$ cat config.mk
export PLATFORM = sky130hd
export DESIGN_NAME = vc_state_tracker
export DESIGN_NICKNAME = d
export VERILOG_FILES = /design/src/rtl/vc_state_tracker.sv
export SDC_FILE = /design/constraint.sdc
export NUM_CORES = 1
export LEC_CHECK = 0
export ABC_AREA = 1
export BUFFER_PORTS_ARGS = -buffer_cell sky130_fd_sc_hd__buf_2
export CAP_MARGIN = 20
export CORE_ASPECT_RATIO = 0.6
export CORE_MARGIN = 4
export CORE_UTILIZATION = 50
export DETAILED_ROUTE_END_ITERATION = 10
export PLACE_DENSITY = 0.7
export SLEW_MARGIN = 5
export SYNTH_ARGS = -nofsm -noshare
export SYNTH_HDL_FRONTEND = slang
export SYNTH_SLANG_ARGS = --single-unit
$ cat constraint.sdc
create_clock -name clk -period 5.41 [get_ports clk]
set_input_delay 0.541 -clock clk [delete_from_list [all_inputs] [get_ports clk]]
set_output_delay 0.541 -clock clk [all_outputs]
set_load 0.05 [all_outputs]
$ cat src/rtl/vc_state_tracker.sv
// Per-output-port, per-VC state and credit tracker driving vc_busy for the VC allocator.
// Optional drain watchdog enabled by defining VC_TIMEOUT_EN.
module vc_state_tracker #(
  parameter int unsigned PORT_NUM    = 5,
  parameter int unsigned VC_NUM      = 4,
  parameter int unsigned BUF_DEPTH   = 4,
  parameter int unsigned TIMEOUT_CYC = 255
) (
  input  logic                                    clk,
  input  logic                                    rst_n,
  input  logic [PORT_NUM-1:0]                     alloc_vld,
  input  logic [PORT_NUM-1:0][2:0]                alloc_port,
  input  logic [PORT_NUM-1:0][VC_NUM-1:0]         alloc_vc,
  input  logic [PORT_NUM-1:0]                     flit_vld,
  input  logic [PORT_NUM-1:0][$clog2(VC_NUM)-1:0] flit_vc,
  input  logic [PORT_NUM-1:0]                     flit_tail,
  input  logic [PORT_NUM-1:0]                     credit_vld,
  input  logic [PORT_NUM-1:0][$clog2(VC_NUM)-1:0] credit_vc,
  output logic [PORT_NUM-1:0][VC_NUM-1:0]         vc_busy,
  output logic [PORT_NUM-1:0][VC_NUM-1:0]         vc_credit_ok,
  output logic [PORT_NUM-1:0]                     err_alloc,
  output logic [PORT_NUM-1:0]                     err_credit
);

  localparam int unsigned CrW = $clog2(BUF_DEPTH + 1);
  localparam logic [CrW-1:0] CrMax = CrW'(BUF_DEPTH);
  localparam logic [CrW-1:0] CrOne = CrW'(1);

  typedef enum logic [1:0] {StIdle, StActive, StDrain} vc_state_e;

  vc_state_e             state_q  [PORT_NUM][VC_NUM];
  vc_state_e             state_d  [PORT_NUM][VC_NUM];
  logic [CrW-1:0]        credit_q [PORT_NUM][VC_NUM];
  logic [CrW-1:0]        credit_d [PORT_NUM][VC_NUM];
  logic [PORT_NUM-1:0]   err_alloc_q, err_alloc_d;
  logic [PORT_NUM-1:0]   err_credit_q, err_credit_d;
  logic [PORT_NUM-1:0][VC_NUM-1:0] hit, multi;

`ifdef VC_TIMEOUT_EN
  localparam int unsigned TmoW = $clog2(TIMEOUT_CYC + 1);
  localparam logic [TmoW-1:0] TmoLast = TmoW'(TIMEOUT_CYC - 1);
  localparam logic [TmoW-1:0] TmoOne  = TmoW'(1);
  logic [TmoW-1:0] tmo_q [PORT_NUM][VC_NUM];
  logic [TmoW-1:0] tmo_d [PORT_NUM][VC_NUM];
`endif

  // Out-of-range ports and non-one-hot VC masks never match, so they drop silently.
  always_comb begin
    hit   = '0;
    multi = '0;
    for (int o = 0; o < PORT_NUM; o++) begin
      for (int v = 0; v < VC_NUM; v++) begin
        for (int i = 0; i < PORT_NUM; i++) begin
          if (alloc_vld[i] && $onehot(alloc_vc[i]) && alloc_vc[i][v] &&
              (int'(alloc_port[i]) == o)) begin
            multi[o][v] = multi[o][v] | hit[o][v];
            hit[o][v]   = 1'b1;
          end
        end
      end
    end
  end

  always_comb begin
    logic send, ret, send_ok;
    send         = 1'b0;
    ret          = 1'b0;
    send_ok      = 1'b0;
    err_alloc_d  = err_alloc_q;
    err_credit_d = err_credit_q;
    for (int o = 0; o < PORT_NUM; o++) begin
      for (int v = 0; v < VC_NUM; v++) begin
        send    = flit_vld[o] && (int'(flit_vc[o]) == v);
        ret     = credit_vld[o] && (int'(credit_vc[o]) == v);
        send_ok = send && (state_q[o][v] == StActive) && (credit_q[o][v] != '0);
        state_d[o][v]  = state_q[o][v];
        credit_d[o][v] = credit_q[o][v];

        if (send && !send_ok) err_credit_d[o] = 1'b1;
        // A valid send paired with a return nets to zero and cannot overflow.
        if (send_ok && !ret) begin
          credit_d[o][v] = credit_q[o][v] - CrOne;
        end else if (ret && !send_ok) begin
          if (credit_q[o][v] == CrMax) err_credit_d[o] = 1'b1;
          else                         credit_d[o][v] = credit_q[o][v] + CrOne;
        end

        case (state_q[o][v])
          StIdle: begin
            if (hit[o][v]) begin
              state_d[o][v] = StActive;
              if (multi[o][v]) err_alloc_d[o] = 1'b1;
            end
          end
          StActive: begin
            if (hit[o][v]) err_alloc_d[o] = 1'b1;
            if (send_ok && flit_tail[o]) begin
              state_d[o][v] = (credit_d[o][v] == CrMax) ? StIdle : StDrain;
            end
          end
          StDrain: begin
            if (hit[o][v]) err_alloc_d[o] = 1'b1;
            if (credit_d[o][v] == CrMax) state_d[o][v] = StIdle;
          end
          default: state_d[o][v] = StIdle;
        endcase

`ifdef VC_TIMEOUT_EN
        tmo_d[o][v] = tmo_q[o][v];
        if (state_q[o][v] != StDrain) begin
          tmo_d[o][v] = '0;
        end else if (state_d[o][v] == StDrain) begin
          if (tmo_q[o][v] == TmoLast) begin
            state_d[o][v]   = StIdle;
            credit_d[o][v]  = CrMax;
            err_credit_d[o] = 1'b1;
          end else begin
            tmo_d[o][v] = tmo_q[o][v] + TmoOne;
          end
        end
`endif
      end
    end
  end

  always_ff @(posedge clk) begin
    if (!rst_n) begin
      for (int o = 0; o < PORT_NUM; o++) begin
        for (int v = 0; v < VC_NUM; v++) begin
          state_q[o][v]  <= StIdle;
          credit_q[o][v] <= CrMax;
`ifdef VC_TIMEOUT_EN
          tmo_q[o][v]    <= '0;
`endif
        end
      end
      err_alloc_q  <= '0;
      err_credit_q <= '0;
    end else begin
      state_q      <= state_d;
      credit_q     <= credit_d;
`ifdef VC_TIMEOUT_EN
      tmo_q        <= tmo_d;
`endif
      err_alloc_q  <= err_alloc_d;
      err_credit_q <= err_credit_d;
    end
  end

  always_comb begin
    for (int o = 0; o < PORT_NUM; o++) begin
      for (int v = 0; v < VC_NUM; v++) begin
        vc_busy[o][v]      = (state_q[o][v] != StIdle);
        vc_credit_ok[o][v] = (credit_q[o][v] != '0);
      end
    end
  end

  assign err_alloc  = err_alloc_q;
  assign err_credit = err_credit_q;

endmodule

==> flow_summary.json <==
{
  "p_int_w": 0.002080,
  "setup-tns-final_ns": 0,
  "reg2reg_to": "state_q[21]$_SDFFE_PN0P_",
  "netlist_area_um2": 11400,
  "area_growth_pct": 10.85,
  "reg2reg_depth": 15,
  "endpoint_kind": "flip-flop",
  "maxCapViolations": 0,
  "crit_path_max_fanout": 11,
  "ys_ff_latch": 110,
  "avgRoutedWirePerCell_um": 13.58,
  "hold_viol": 0,
  "max_freq_ghz": 0.2836,
  "grt_pass1_wl_mm": 51.24,
  "cts_tree": "yes",
  "cts_buffer_depth": 2,
  "fillers": 2274,
  "clock_latency_ns": 0.37,
  "drive_gt1_share_pct": 11.96,
  "crit_cells": 20,
  "nets": 2201,
  "p_leak_nw": 6.660,
  "grt_max_degree": 44,
  "clockPowerShare_pct": 15.5,
  "ys_types": 56,
  "row_count": 42,
  "crit_path_start_kind": "primary input",
  "avgSynthCellArea_um2": 6.182,
  "worst_pin_slew_ns": 1.012,
  "crit_type": "primary input to flip-flop",
  "postCtsHoldBufs": 0,
  "r2r_start": "credit_q[30]$_SDFF_PN0_",
  "core_area_um2": 22230,
  "comb_power_share_pct": 57.8,
  "hold_class": "flip-flop to flip-flop",
  "synthCells": 1844,
  "place_area_um2": 12370,
  "powerDensity_nw_per_um2": 328.3,
  "hp-start": "state_q[0]$_SDFFE_PN0P_",
  "switching_share_pct": 49.86,
  "min_to": "state_q[0]$_SDFFE_PN0P_",
  "hold_depth": 2,
  "start_util_pct": 51.28,
  "drc": 0,
  "crit_chain": "buf_2 > inv_1 > fa_1 > inv_1 > ha_1 > ha_1 > inv_1 > nand2_1 > nor2_1 > nand2_1 > nor2_1 > nor2_1 > nand2_1 > nor2_1 > o21ai_1 > nor2_1 > a21oi_1 > nand2_1 > o21ai_1 > a21oi_1",
  "cp_num_buf_inv": 4,
  "yosysTopAreaCellShare_pct": 19.32,
  "ir_drop_mv": 0.2612,
  "die_area_um2": 25360,
  "cp.arrival_ns": 3.78,
  "status": "finished, final reports clean",
  "gp_congestion": 1.012,
  "vias": 11600,
  "first_pass_iters": 5,
  "grt_antenna_before_repair": 2,
  "drtAntennaViolNets": 0,
  "ys_async_sr_fraction_pct": 0,
  "wl_mm": 31.01,
  "vias_per_cell": 5.080,
  "dp_hpwl_mm": 25.39,
  "cts_setup_buffers": 0,
  "synth_top_cell_by_area": "dfxtp_1",
  "setup-violations-final": 0,
  "worst_ep_required_time_ns": 5.67,
  "pin_count": 127,
  "slew_viol_final": 0,
  "portBuffers": 126,
  "final_area_um2": 12640,
  "crit_top_cell": "nor2_1",
  "cts_root_buf": "clkbuf_16",
  "slowest_delay_ns": 0.53,
  "cts_resized": 0,
  "cts.sinks": 110,
  "reg2reg_slack_ns": 3.22,
  "cp_top_family": "simple AND/OR/NAND/NOR gates",
  "cts_buffers": 9,
  "syn-num-nets": 2076,
  "track_usage_pct": 24.21,
  "yosys_most_used_dff": "dfxtp_1",
  "p_seq_share_pct": 26.7,
  "path_clk_slew_ns": 0.07,
  "rsz0062_at_grt": "false",
  "fp.dieW_um": 202.9,
  "die_h_um": 125.0,
  "cts_max_level": 3,
  "slowest_stage": "fa_1",
  "grt_pass1_vias": 10690,
  "synth_edf_count": 0,
  "fin_skew_ns": 0.007580,
  "grt.overflow.total": 0,
  "drt_iter0_drc": 818,
  "fin_crit_ns": 3.526,
  "maxSlewHeadroom_pct": 32.50,
  "netSwitchingPower_w": 0.002068,
  "ys_top_cells_by_area": "dfxtp_1 (19%), ha_1 (16%), nand2_1 (14%)",
  "yosysSeqAreaShare_pct": 19.32,
  "period_share_pct": 65.17,
  "yosysWarnings": 0
}
## power groups by stage
stage	Clock [W]	Sequential, W	Combinational [W]
2_1_floorplan	0	0.00112	0.00183
3_3_place_gp	0	0.00112	0.00233
3_5_place_dp	0	0.00112	0.00237
4_1_cts	0.000662	0.00111	0.00239
5_1_grt	0.000687	0.00113	0.00272
6_report	0.000642	0.00111	0.00240
## worst min-delay path: cells and delay by family (launching register included)
| kind | cells | cell delay [ns] |
|---|---|---|
| flops | 1 | 0.34 |
| simple gates | 1 | 0.07 |
| compound gates | 1 | 0.05 |
## routing by layer
layer | track usage, % | share of wire (%) | routed length (um)
met2 | 37.88 | 42 | 12950
met1 | 35.21 | 51 | 15680
met3 | 4.193 | 6.4 | 1983
met4 | 4.946 | 1.2 | 369
met5 | 0 | 0.065 | 20
## cells in the mapped netlist (2+ instances only)
cell	instances
a211oi_1	2
a21boi_2	2
a21oi_1	84
a21oi_2	3
a31oi_1	7
and2_1	3
buf_4	2
clkbuf_1	10
dfxtp_1	110
fa_1	5
ha_1	150
inv_1	309
inv_2	11
nand2_1	437
nand2_2	17
nand3_1	157
nand3_2	5
nand3b_1	3
nand4_1	14
nor2_1	264
nor2_2	24
nor2_4	12
nor3_1	25
nor4_1	5
o2111ai_1	2
o211ai_1	11
o21ai_0	44
o21ai_1	17
o21ai_2	3
o21ba_2	2
o21bai_1	12
o221ai_1	2
o22ai_1	8
o31ai_1	14
or2_1	3
or2_2	8
xnor2_1	3
xor2_1	36
## flip-flops by register name, summed over array words and instances (netlist names)
name and flops:
err_alloc 5, credit_q 60, err_credit 5, state_q 40
## cells in the final DEF (no fill, tap or decap), drive strengths merged, types with 5 or more instances in the layout
cell type  count
o22ai          8
nor4           5
ha           150
nor3          26
a31oi          7
inv          320
xor2          36
fa             5
o211ai        12
nand3        162
o21bai        12
nor2         300
clkbuf        12
nand4         14
dfxtp        110
or2           12
o31ai         14
nand2        455
o21ai         64
a21oi         87
buf          127
## final cells by class
class | count | area [um^2] | area share (%)
sequential | 110 | 2202 | 17.43
antenna | 1 | 2.502 | 0.01980
multi-input combinational | 1401 | 7939 | 62.82
clock buffer | 12 | 246.5 | 1.950
tap | 308 | 385.4 | 3.050
timing repair buffer | 127 | 638.1 | 5.050
inverter | 320 | 1201 | 9.505
clock inverter | 4 | 22.52 | 0.1782
## cell families after synthesis
logic type                 synth area share (%)
AOI/OAI and AO/OA                         11.76
DFF                                       19.32
and+or+nand+nor                           37.45
xor gates and xnor gates                  2.996
muxes                                   0.09877
buffers and inverters                     11.04
adders and majority gates                 17.34
## how the worst max path moves through the flow
| stage | startpoint | end | slack, ns |
|---|---|---|---|
| 2_1_floorplan | alloc_vc[0] | state_q[26]$_SDFFE_PN0P_ | 2.44 |
| 3_3_place_gp | alloc_vc[4] | state_q[32]$_SDFFE_PN0P_ | 1.70 |
| 3_5_place_dp | alloc_vc[4] | state_q[32]$_SDFFE_PN0P_ | 1.54 |
| 4_1_cts | alloc_vc[4] | state_q[32]$_SDFFE_PN0P_ | 1.93 |
| 5_1_grt | alloc_vc[4] | state_q[32]$_SDFFE_PN0P_ | 1.56 |
| 6_report | alloc_vc[4] | state_q[32]$_SDFFE_PN0P_ | 1.88 |
## metrics by stage
stage | std cells | setup slack (ns) | util, % | power (W) | hold slack, ns
after global routing | 2283 | 1.563 | 56.85 | 0.004538 | 0.5423
after global placement | 2266 | 1.704 | 55.63 | 0.003444 | 0.4897
after floorplan | 1844 | 2.443 | - | 0.002947 | 0.4731
final | 2283 | 1.884 | 56.85 | 0.004149 | 0.5052
after CTS | 2282 | 1.927 | 56.84 | 0.004162 | 0.5073
after detailed placement | 2266 | 1.536 | 55.63 | 0.003491 | 0.4927
Note: power is estimated with default switching activity, not from simulation.
